## src/rtl/idma_lane_buffer_pkg.sv

```systemverilog
// iDMA lane buffer shared types and sizing helpers.
// Optional fall-through mode: IDMA_LANE_BUFFER_FALL_THROUGH_EN.
package idma_lane_buffer_pkg;

  typedef logic [7:0] byte_t;

  // Pointer width, never narrower than one bit.
  function automatic int unsigned ptr_width(input int unsigned depth);
    return ($clog2(depth) > 1) ? $clog2(depth) : 1;
  endfunction

  // Count must hold the value Depth itself.
  function automatic int unsigned cnt_width(input int unsigned depth);
    return $clog2(depth + 1);
  endfunction

endpackage

```

## src/rtl/idma_lane_buffer_fifo.sv

```systemverilog
// Single byte-lane FIFO with flush and optional fall-through.
// Fall-through enabled by IDMA_LANE_BUFFER_FALL_THROUGH_EN.
module idma_lane_fifo
  import idma_lane_buffer_pkg::*;
#(
  parameter int unsigned Depth = 3
) (
  input  logic  clk_i,
  input  logic  rst_i,
  input  logic  clear_i,
  input  byte_t in_data_i,
  input  logic  in_valid_i,
  output logic  in_ready_o,
  output byte_t out_data_o,
  output logic  out_valid_o,
  input  logic  out_ready_i,
  output logic  full_o
);

  localparam int unsigned PtrW = ptr_width(Depth);
  localparam int unsigned CntW = cnt_width(Depth);

  typedef logic [PtrW-1:0] ptr_t;
  typedef logic [CntW-1:0] cnt_t;

  localparam ptr_t LastPtr = ptr_t'(Depth - 1);
  localparam cnt_t FullCnt = cnt_t'(Depth);

  byte_t mem_q [Depth];
  ptr_t  wptr_q, wptr_d;
  ptr_t  rptr_q, rptr_d;
  cnt_t  cnt_q, cnt_d;
  logic  empty;
  logic  push;
  logic  pop;
  logic  store;
  logic  fetch;

  function automatic ptr_t ptr_inc(input ptr_t p);
    return (p == LastPtr) ? '0 : p + ptr_t'(1);
  endfunction

  // Handshake outputs and the store/fetch decision for this cycle.
  always_comb begin
    empty      = (cnt_q == '0);
    in_ready_o = (cnt_q != FullCnt);
    full_o     = ~in_ready_o;
    push       = in_valid_i & in_ready_o;
`ifdef IDMA_LANE_BUFFER_FALL_THROUGH_EN
    out_valid_o = ~empty | in_valid_i;
    if (!empty) begin
      out_data_o = mem_q[rptr_q];
    end else if (in_valid_i) begin
      out_data_o = in_data_i;
    end else begin
      out_data_o = '0;
    end
    pop   = out_valid_o & out_ready_i;
    // A byte popped straight off the input never lands in storage.
    store = push & ~(empty & pop);
    fetch = pop & ~empty;
`else
    out_valid_o = ~empty;
    out_data_o  = empty ? '0 : mem_q[rptr_q];
    pop         = out_valid_o & out_ready_i;
    store       = push;
    fetch       = pop;
`endif
  end

  // Pointer and occupancy next-state; flush wins over traffic.
  always_comb begin
    wptr_d = wptr_q;
    rptr_d = rptr_q;
    cnt_d  = cnt_q;
    if (clear_i) begin
      wptr_d = '0;
      rptr_d = '0;
      cnt_d  = '0;
    end else begin
      if (store) wptr_d = ptr_inc(wptr_q);
      if (fetch) rptr_d = ptr_inc(rptr_q);
      case ({store, fetch})
        2'b10:   cnt_d = cnt_q + cnt_t'(1);
        2'b01:   cnt_d = cnt_q - cnt_t'(1);
        default: cnt_d = cnt_q;
      endcase
    end
  end

  // Control state registers with synchronous reset.
  always_ff @(posedge clk_i) begin
    if (rst_i) begin
      wptr_q <= '0;
      rptr_q <= '0;
      cnt_q  <= '0;
    end else begin
      wptr_q <= wptr_d;
      rptr_q <= rptr_d;
      cnt_q  <= cnt_d;
    end
  end

  // Byte storage; contents survive reset, only pointers are cleared.
  always_ff @(posedge clk_i) begin
    if (!rst_i && !clear_i && store) begin
      mem_q[wptr_q] <= in_data_i;
    end
  end

endmodule

```

## src/rtl/idma_lane_buffer.sv

```systemverilog
// Per-byte-lane buffer between iDMA read and write stages.
// Optional fall-through mode: IDMA_LANE_BUFFER_FALL_THROUGH_EN.
module idma_lane_buffer
  import idma_lane_buffer_pkg::*;
#(
  parameter int unsigned StrbWidth = 16,
  parameter int unsigned Depth     = 3
) (
  input  logic                  clk_i,
  input  logic                  rst_i,
  input  logic                  clear_i,
  input  byte_t [StrbWidth-1:0] in_data_i,
  input  logic  [StrbWidth-1:0] in_valid_i,
  output logic  [StrbWidth-1:0] in_ready_o,
  output byte_t [StrbWidth-1:0] out_data_o,
  output logic  [StrbWidth-1:0] out_valid_o,
  input  logic  [StrbWidth-1:0] out_ready_i,
  output logic                  empty_o,
  output logic  [StrbWidth-1:0] full_o
);

  for (genvar i = 0; i < StrbWidth; i++) begin : g_lane
    idma_lane_fifo #(
      .Depth(Depth)
    ) i_fifo (
      .clk_i      (clk_i),
      .rst_i      (rst_i),
      .clear_i    (clear_i),
      .in_data_i  (in_data_i[i]),
      .in_valid_i (in_valid_i[i]),
      .in_ready_o (in_ready_o[i]),
      .out_data_o (out_data_o[i]),
      .out_valid_o(out_valid_o[i]),
      .out_ready_i(out_ready_i[i]),
      .full_o     (full_o[i])
    );
  end

  // Buffer is clean once no lane holds a byte.
  always_comb begin
    empty_o = ~|out_valid_o;
  end

endmodule

```

## config.mk

```make
export PLATFORM = sky130hd
export DESIGN_NAME = idma_lane_buffer
export DESIGN_NICKNAME = d
export VERILOG_FILES = /design/src/rtl/idma_lane_buffer_pkg.sv /design/src/rtl/idma_lane_buffer_fifo.sv /design/src/rtl/idma_lane_buffer.sv
export SDC_FILE = /design/constraint.sdc
export NUM_CORES = 1
export LEC_CHECK = 0
export ABC_AREA = 1
export CAP_MARGIN = 0
export CORE_MARGIN = 5
export CORE_UTILIZATION = 30
export CTS_BUF_LIST = sky130_fd_sc_hd__clkbuf_8
export DETAILED_ROUTE_END_ITERATION = 12
export PLACE_DENSITY = 0.52
export SLEW_MARGIN = 20
export SYNTH_ARGS = -nofsm -noshare
export SYNTH_HDL_FRONTEND = slang
export SYNTH_SLANG_ARGS = --single-unit
```

## constraint.sdc

```tcl
create_clock -name clk_i -period 2.6 [get_ports clk_i]
set_input_delay 0.52 -clock clk_i [delete_from_list [all_inputs] [get_ports clk_i]]
set_output_delay 0.52 -clock clk_i [all_outputs]
set_load 0.005 [all_outputs]
```

======== After elaboration in Yosys (flattened, before gate mapping) ========
Memory sizes are Yosys's and may differ from the RTL's. A register that Yosys moved wholly into a read port is not among the register bits.
Index checks and enable logic that the tools add are counted.
operators by class
  add/sub/neg operators ................... 64
  multipliers ............................. 0
  div/mod/pow operators ................... 0
  $lt $le $gt $ge ......................... 0
  equality and inequality tests ........... 80
  shift-type cells ........................ 0
  multiplexer cells ....................... 128
  bitwise logic cells ..................... 64
  reductions and logical operators ........ 54
operators by type and width
  operator                                          number
  2-to-1 mux 2 bit                                  64
  2-to-1 mux 8 bit                                  16
  adder 2 x 1 -> 2 bit, second input constant       48
  == test 2 bit, second input constant              48
  one-hot mux 2 bit (2 select lines)                16
  AND 1 bit                                         32
  == test 2 x 1 -> 1 bit, second input constant     16
  logical NOT 2 bit                                 16
  2-to-1 mux 1 bit                                  32
  != test 2 bit, second input constant              16
  inverter 1 bit                                    32
  nonzero test 2 bit                                16
  subtractor 2 x 1 -> 2 bit, second input constant  16
  logical AND 1 bit                                 17
  OR reduction 16 bit                               1
  logical NOT 1 bit                                 3
  OR reduction 2 bit                                1
word-level totals
  register bits after elaboration ......... 96
  bits in latches ......................... 0
  memory bits (writable) .................. 384
  ROM bits ................................ 0
  bits of input ports ..................... 163
  output and inout port bits .............. 177
  memories ................................ 16
memories
  name                     depth  width  rd ports  clocked after Yosys merged registers in  wr ports  line                         text
  g_lane[0].i_fifo.mem_q   3      8      1         1                                        1         idma_lane_buffer_fifo.sv:29  byte_t mem_q [Depth];
  g_lane[10].i_fifo.mem_q  3      8      1         1                                        1         idma_lane_buffer_fifo.sv:29
  g_lane[11].i_fifo.mem_q  3      8      1         1                                        1         idma_lane_buffer_fifo.sv:29
  g_lane[12].i_fifo.mem_q  3      8      1         1                                        1         idma_lane_buffer_fifo.sv:29
  g_lane[13].i_fifo.mem_q  3      8      1         1                                        1         idma_lane_buffer_fifo.sv:29
  g_lane[14].i_fifo.mem_q  3      8      1         1                                        1         idma_lane_buffer_fifo.sv:29
  10 more memories         n/a    n/a    n/a       n/a                                      n/a       n/a

======== Logic depth before layout (Yosys ltp) ========
Gate-level depths: netlist of the first run.
  depth after elaboration ................. 5
  depth in mapped cells ................... 7
  mapped depth without buffers ............ 7

======== By module ========
From an unflattened synthesis of the first run, not the netlist that was laid out.
unflattened totals
  cells, all modules ...................... 2219
  area, all modules ....................... 22805.6 µm²
modules (own cells, without submodules)
  module            times used  cells an instance  area each (µm²)
  idma_lane_fifo    16          137                1418.9
  idma_lane_buffer  1           27                 103.8

======== Least setup slack after synthesis of the first run ========
Ideal clock, no wire load.
  path type ............................... input to register
  start point ............................. in clear_i
  end point ............................... mem g_lane[0].i_fifo.mem_q[2][0] in the netlist's numbering, enable pin
  setup time .............................. 383 ps
  arrival time ............................ 1580 ps
  required time ........................... 2217 ps
  setup slack ............................. 636 ps
  cell stages on the path ................. 4
  path through ............................ nor2_2 > buf_4 > nand3_2 > nor3_1
on the way
  longest elaborated chain between the ends .. 5
RTL lines
  element                                 line                          text
  start, declared                         idma_lane_buffer.sv:11        input logic clear_i,
  logical NOT 1 bit                       idma_lane_buffer_fifo.sv:106  if (!rst_i && !clear_i && store) begin
  logical AND 1 bit (2 in a row)          idma_lane_buffer_fifo.sv:106
  2-to-1 mux 1 bit                        idma_lane_buffer_fifo.sv:106
  2-to-1 mux 1 bit (implied by the code)  idma_lane_buffer_fifo.sv:107  mem_q[wptr_q] <= in_data_i;
  end, declared                           idma_lane_buffer_fifo.sv:29
No other way between the ends.

======== Final worst setup path of the first run ========
  start point ............................. reg g_lane[8].i_fifo.cnt_q[1]
  end point ............................... out empty_o
on the way
  longest elaborated chain between the ends .. 4
RTL lines
  element                 line                          text
  start, declared         idma_lane_buffer_fifo.sv:32   cnt_t cnt_q, cnt_d;
  start signal, assigned  idma_lane_buffer_fifo.sv:100  cnt_q <= cnt_d;
  logical NOT 2 bit       idma_lane_buffer_fifo.sv:45   empty = (cnt_q == '0);
  inverter 1 bit          idma_lane_buffer_fifo.sv:63   out_valid_o = ~empty;
  OR reduction 16 bit     idma_lane_buffer.sv:41        empty_o = ~|out_valid_o;
  logical NOT 1 bit       idma_lane_buffer.sv:41
  end, declared           idma_lane_buffer.sv:18        output logic empty_o,
No other way between the ends.

==> impl_results.md, run 1 <==
- Placed cells: 3378
- Worst vdd ir: 0.360 mV
- Most frequent cells in the layout: inv_1 (514), edfxtp_1 (384), o21ai_0 (250)
- Power per cell area: 615 nW/um^2
- Endpoint, Worst Hold: g_lane[8].i_fifo.mem_q[1][2]
- Worst r2r src: g_lane[12].i_fifo.cnt_q[0]
- Net Sw Frac: 23.4%
- Placer Congestion: 0.754
- WS Path Type: reg -> out
- Reg clk slew, reported paths: 0.06 ns
- Worst hold path depth: 1
- Die Wd: 277 um
- Drt drc: 0
- Combinational Power Share: 8.6%
- Worst-path cell chain: nor2_4, buf_4, nand2_2, nor2_1, nand2_1, nor2_4, clkdlybuf4s15_2
- Die Y-Extent: 277 um
- P_sw: 4130 uW
- Final hold violations: 0
- Crit path max-delay cell type: dfxtp_4
- Period Utilization, post-route: 95.3%
- CTS Root Cell: clkbuf_8
- Synth Register Bits: 512
- Clock power frac: 40.3%
- Cells after Synth: 2124
- Largest net degree at the start of global routing: 41
- Core Box Area: 71200 sq um
- Max-slew violations: 0
- Slew at the pin with the worst max-slew slack: 0.367 ns
- Synth warn: 0
- Post-DP HPWL: 37.7 mm
- Grt total ovfl: 0
- Core Rows: 98
- Worst r2r path cells: 9
- Synth-to-Final Area Change: 33.8%
- Leakage Power: 0.0132 uW
- Cell repeated most along the worst path: nor2_4
- Initial Utilization: 30.1%
- Nature of the critical path endpoint: output pin
- Setup Skew: 0.0169 ns
- CTS max path bufs: 3
- # Max-Cap Violations: 0
- Vias in the first global route: 15700
- CP required: 2.08 ns
- Setup repair after global routing missed its margin: yes
- Fillers: 6881
- Most common cell after layout, fill and taps aside: inv_1
- TritonCTS clock tree: yes
- Critical path arrival: 1.96 ns
- Slew HR: 75.5%
- Initial antenna violation count: 7
- Reg2reg setup slack: 0.75 ns
- DR iter-0 viols: 689
- H-tree levels: 3
- Syn avg cell area: 10.1 sq um
- Setup Viol. Count Final: 0
- CTS Buf Count: 89
- Clock Latency Late Sink: 0.65 ns
- Register area share after synthesis: 65.7%
- Largest stage delay, worst path: 0.36 ns
- Internal power: 13500 uW
- Wirelength per Cell: 14.8 um
- Crit path time final: 2.48 ns
- # IOs: 340
- F_max: 404 MHz
- Storage cell area: 14300 sq um
- Hold Crit Class: in -> reg
- FF-to-FF End: g_lane[12].i_fifo.cnt_q[1]
- Finished Layout Cells: 3604
- Cell Area, Synth: 21400 sq um
- Share of cells above drive strength 1: 15.4%
- Fin nets: 2753
- Detailed-route via count: 15400
- Port bufs: 339
- Crit Path Max Fanout: 4
- Post-route ant nets: 0
- Drt pass-1 iters: 5
- Drt total wl: 53.2 mm
- Worst hold path startpoint: in_data_i[66]
- Cts hold-fix bufs: 0
- Syn Nets: 2303
- Netlist cell types: 17
- Vias per cell: 4.27
- Global-route wire length before repair: 83.8 mm
- Sink Count: 512
- Post-Route Setup TNS: 0 ns
- Multi-input logic area: 5170 sq um
- Reg power frac: 51.1%
- Setup crit start kind: flop
- Die Area: 76900 sq um
- Status: complete, no violations
- Total GRT Usage: 13.5%
[layout make-up]
type                       instances  area share, %
antenna                            5         0.0436
clock buffer                      97           4.65
clock inverter                    69           1.41
inverter                         480           6.28
multi-input combinational       1024           18.0
sequential                       512           49.7
tap                              950           4.14
timing repair buffer             467           15.7
[power by group through the flow]
stage / clock, uW / sequential, uW / combinational, uW
floorplan: 0 / 9170 / 620
global placement: 0 / 9200 / 1370
detailed placement: 0 / 9210 / 1400
CTS: 7450 / 9030 / 1540
global route: 7860 / 9030 / 1690
finish: 7110 / 9020 / 1520
[worst max-delay path by stage]
| stage | start | endpoint | slack [ns] | cells after the start |
|---|---|---|---|---|
| final | g_lane[8].i_fifo.cnt_q[1] | empty_o | 0.12 | 7 |
| after global placement | g_lane[6].i_fifo.cnt_q[0] | empty_o | 0.11 | 6 |
| after detailed placement | g_lane[6].i_fifo.cnt_q[0] | empty_o | 0.10 | 6 |
| after floorplan | clear_i | g_lane[0].i_fifo.mem_q[2][0] | 0.64 | 4 |
| after global routing | flop | out_data_o[25] | -0.04 | 4 |
| after CTS | g_lane[3].i_fifo.cnt_q[1] | out_data_o[31] | -0.06 | 6 |
[timing repair]
item,4_1_cts,5_1_grt
pin swaps,14,6
buffers inserted,39,8
resized for setup,299,111
setup endpoints to repair,134,76
cloned,8,0
[cell families after synthesis]
logic type	Yosys count	synth area share (%)
compound gates	512	12.0
fa+ha+maj	16	0.934
buf+inv	588	11.6
flops	512	65.7
simple gates	496	9.81
[stage by stage]
stage | utilization, % | total power, uW | hold WS (ns) | area (sq um) | worst slack [ns]
after detailed placement | 36.4 | 10600 | 0.485 | 25900 | 0.103
after global routing | 40.3 | 18600 | 0.403 | 28700 | -0.0370
final | 40.3 | 17700 | 0.486 | 28700 | 0.123
after floorplan | - | 9790 | 0.460 | 21400 | 0.636
after global placement | 36.4 | 10600 | 0.473 | 25900 | 0.111
after CTS | 39.9 | 18000 | 0.395 | 28400 | -0.0566
[registers in the layout, summed over array words and instances (netlist names), named ones only]
signal,cells
g_lane.i_fifo.wptr_q,32
g_lane.i_fifo.cnt_q,32
g_lane.i_fifo.mem_q,384
g_lane.i_fifo.rptr_q,32
[synth_stat cells]
cell | n | share of area (%)
clkbuf_1 | 16 | 0.28
ha_1 | 16 | 0.93
buf_4 | 64 | 2.2
nand3_2 | 12 | 0.56
o21ai_1 | 1 | 0.023
dfxtp_1 | 128 | 12
buf_2 | 28 | 0.65
nand3_1 | 52 | 1.2
or2_2 | 32 | 0.93
nand2_1 | 234 | 4.1
edfxtp_1 | 384 | 54
nor2_1 | 149 | 2.6
o21ai_0 | 335 | 7.8
nor2_2 | 1 | 0.029
inv_1 | 480 | 8.4
a21oi_1 | 176 | 4.1
nor3_1 | 16 | 0.37
[metal layers]
metal | GRT usage [%] | wire length [um]
met3 | 3.76 | 3030
met1 | 16.5 | 22800
met4 | 3.58 | 877
met5 | 0 | 41
met2 | 23.6 | 26400
[worst max-delay path, delay by kind of cell, from the launching register on]
| family | cells | cell delay (ns) |
|---|---|---|
| flip-flops | 1 | 0.36 |
| AND/OR/NAND/NOR | 5 | 0.59 |
| buffers and inverters | 2 | 0.36 |
No activity file was read; power rests on OpenSTA's default activity.
==> run 2, diff against run 1 <==
--- a/config.mk
+++ b/config.mk
@@ -5,7 +5,6 @@
 export SDC_FILE = /design/constraint.sdc
 export NUM_CORES = 1
 export LEC_CHECK = 0
-export ABC_AREA = 1
 export CAP_MARGIN = 0
 export CORE_MARGIN = 5
 export CORE_UTILIZATION = 30
==> run 2 against run 1 <==
Against the previous run: the run now ends with negative setup slack left; utilization hardly changed; synthesized area down 2.6%; routed wire length is 5.0% lower; critical endpoint unchanged; highest routed layer unchanged.
==> impl_results.md, run 2 <==
- Drt total wl: 50.6 mm (-5.0%)
- TritonCTS clock tree: yes
- Initial antenna violation count: 11 (+4)
- Vias in the first global route: 13900 (-12%)
- Worst Setup SP: g_lane[6].i_fifo.cnt_q[1]
- Met1 global-route usage: 16.3% (-0.17 points)
- Worst r2r src: g_lane[5].i_fifo.cnt_q[1]
- Placer Congestion: 0.722 (-4.1%)
- Clock Latency Late Sink: 0.66 ns (about the same)
- GR peak layer: met2
- Final hold violations: 0 (unchanged)
- Cell Area, Synth: 20900 sq um (-2.6%)
- Storage cell area: 14200 sq um (-0.44%)
- Fraction of the mapped netlist area in adder cells: 0.959% (+0.025 points)
- Synth top cells by count: edfxtp_1 (384), nor2_1 (173), mux2i_1 (148)
- Nature of the critical path endpoint: output pin
- Compound-cell area share of the yosys netlist: 3.29% (-8.7 points)
- Failing checks: negative setup slack
- EDFF count, synth: 384 (unchanged)
- Setup repair after global routing missed its margin: yes
- Register area share after synthesis: 67.5% (+1.8 points)
- Largest family of logic cells by synthesized area: multiplexers
- Met3 Use GR: 4.16% (+0.40 points)
- Initial Utilization: 30.3% (+0.24 points)
- Hold Crit Class: reg -> reg
- Share of cells above drive strength 1: 25.6% (+10 points)
- Wirelength per Cell: 17.1 um (+16%)
- Slew at the pin with the worst max-slew slack: 0.572 ns (+0.205 ns)
- Core Rows: 96 (-2.0%)
- Cell taking the most area after synthesis: edfxtp_1
- WS Path Type: reg -> out
- Setup Skew: 0.0392 ns (+0.0223 ns)
- Share of the synthesized area in the top cell type: 55.2% (+1.4 points)
- Crit Path Max Fanout: 6 (+2)
- Port bufs: 339 (unchanged)
- Syn avg cell area: 14.0 sq um (+39%)
- Drt pass-1 iters: 4 (-1)
- Largest Register: g_lane.i_fifo.mem_q
- Finished Layout Cells: 2957 (-18%)
- Worst vdd ir: 0.290 mV (-20%)
- Grt total ovfl: 0 (unchanged)
- CTS Root Cell: clkbuf_8
- Slew HR: 61.8% (-14 points)
- Fillers: 6552 (-4.8%)
- Crit path time final: 2.60 ns (+0.128 ns)
- Worst-path cell chain: nor2_4, nand4_1, nor4_4, buf_4, buf_6
- Total GRT Usage: 13.2% (-0.25 points)
- Setup Viol. Count Final: 1 (+1)
- Die Y-Extent: 274 um (-1.3%)
- Netlist cell types: 37 (+20)
- Global-route wire length before repair: 77.5 mm (-7.5%)
- Synth Area in XOR/XNOR: 1.34% (+1.3 points)
- Most common cell after layout, fill and taps aside: edfxtp_1
- Ys flop type: edfxtp_1
- DR iter-0 viols: 570 (-17%)
- Cts hold-fix bufs: 0 (unchanged)
- Synth-to-Final Area Change: 32.9%
- Fin nets: 2127 (-23%)
- Met2 GRT Util: 22.4% (-1.2 points)
- Core Box Area: 68800 sq um (-3.4%)
- CP required: 2.08 ns (about the same)
- # IOs: 340 (unchanged)
- Cells after Synth: 1490 (-30%)
- Detailed-route via count: 13000 (-16%)
- Drt drc: 0 (unchanged)
- Max reg flops: 384 (unchanged)
- Max-slew violations: 0 (unchanged)
- Setup crit start kind: flop
- Post-Route Setup TNS: -0.00462 ns (-0.00462 ns)
- Multiplexer area fraction after synthesis: 14.0% (+14 points)
- Die Area: 75000 sq um (-2.5%)
- Most frequent cells in the layout: edfxtp_1 (384), clkdlybuf4s50_1 (208), nor2_1 (164)
- Reg clk slew, reported paths: 0.06 ns (about the same)
- Synth Register Bits: 512 (unchanged)
- Die Wd: 274 um (-1.3%)
- Status: finished, violations left
- H-tree levels: 3 (unchanged)
- Post-DP HPWL: 35.8 mm (-4.9%)
- CTS Buf Count: 87 (-2.2%)
- Multi-input logic area: 6020 sq um (+16%)
- Pre-CTS WS: -0.333 ns (-0.436 ns)
- Power per cell area: 620 nW/um^2 (+0.78%)
- Largest net degree at the start of global routing: 35 (-15%)
- Synth async-reset ratio: 0% (unchanged)
- Leakage Power: 0.0104 uW (-21%)
- Synth warn: 0 (unchanged)
- Simple-Gate Fraction of Synth Area: 8.54% (-1.3 points)
- Worst hold path startpoint: g_lane[5].i_fifo.rptr_q[0]
- # Max-Cap Violations: 0 (unchanged)
- Crit path max-delay cell type: nor4_4
- Final worst slack: -0.00462 ns (-0.128 ns)
- Count leader, synth: edfxtp_1
- CTS max path bufs: 3 (unchanged)
- Largest stage delay, worst path: 0.37 ns (about the same)
- F_max: 384 MHz (-4.9%)
- Syn Nets: 1669 (-28%)
- Post-route ant nets: 0 (unchanged)
- Sink Count: 512 (unchanged)
- Placed cells: 2723 (-19%)
- Top post-synthesis cells by area: edfxtp_1 (55%), dfxtp_1 (12%), mux2i_1 (7.1%)
- Critical path arrival: 2.08 ns (+0.12 ns)
- Vias per cell: 4.40 (+2.9%)
- Period Utilization, post-route: 100% (+4.9 points)
-- run 2: power by group --
part	internal (uW)	total [uW]	leakage (uW)	switching [uW]
sequential	8910	9000	0.00454	89.8
clock	3610	6810	0.000935	3200
combinational	738	1390	0.00491	653
total	13300	17200	0.0104	3950
-- run 2: metrics by stage --
stage | util, % | cell area (sq um) | hold slack, ns | total power [uW]
floorplan | - | 20900 | 0.449 | 9770
global placement | 36.9 | 25400 | 0.464 | 10600
CTS | 40.0 | 27500 | 0.385 | 17500
global route | 40.3 | 27700 | 0.399 | 18000
finish | 40.3 | 27700 | 0.480 | 17200
detailed placement | 36.9 | 25400 | 0.479 | 10600
-- run 2: cells by family (layout without fill, tap and decap cells) --
| logic type | count (synthesis) | count (layout) |
|---|---|---|
| AO/OA/AOI/OAI | 108 | 108 |
| flip-flops | 512 | 512 |
| multiplexers | 276 | 276 |
| XOR/XNOR | 32 | 32 |
| other | 0 | 6 |
| adder cells (fa/ha/maj) | 16 | 16 |
| buffers and inverters | 183 | 713 |
| AND/OR/NAND/NOR | 363 | 363 |
-- run 2: routing by layer --
metal	wire length, um	vias up
met5	61	-
met4	1110	8
met3	3050	94
met2	24500	307
met1	21900	6333
li1	-	6256
-- run 2: final cells by class --
class / instances / share of cell area, %
repair buffers: 488 / 16.1
diodes: 6 / 0.0541
clock inverters: 71 / 1.43
clock buffers: 90 / 4.46
inverters: 64 / 0.866
multi-input cells: 795 / 21.7
flip-flops and latches: 512 / 51.2
well taps: 931 / 4.20
-- run 2: what timing repair did --
item | in CTS | in global routing
setup buffers | 52 | 16
endpoints found under the setup margin | 139 | 58
pin swaps | 9 | 9
gates resized for setup | 242 | 58
-- run 2: worst max-delay path: cells and delay by family (launching register included) --
family / cells / cell delay (ns)
DFF: 1 / 0.35
and+or+nand+nor: 3 / 0.80
buffers and inverters: 2 / 0.29
-- run 2: path summary, 6_finish.rpt --
kind                               end  slack, ns  cells after the start
max                            empty_o     -0.005                      5
min                               flop       0.48                      2
max reg2reg  g_lane[5].i_fifo.cnt_q[1]       0.76                      5
min reg2reg                       flop       0.48                      2
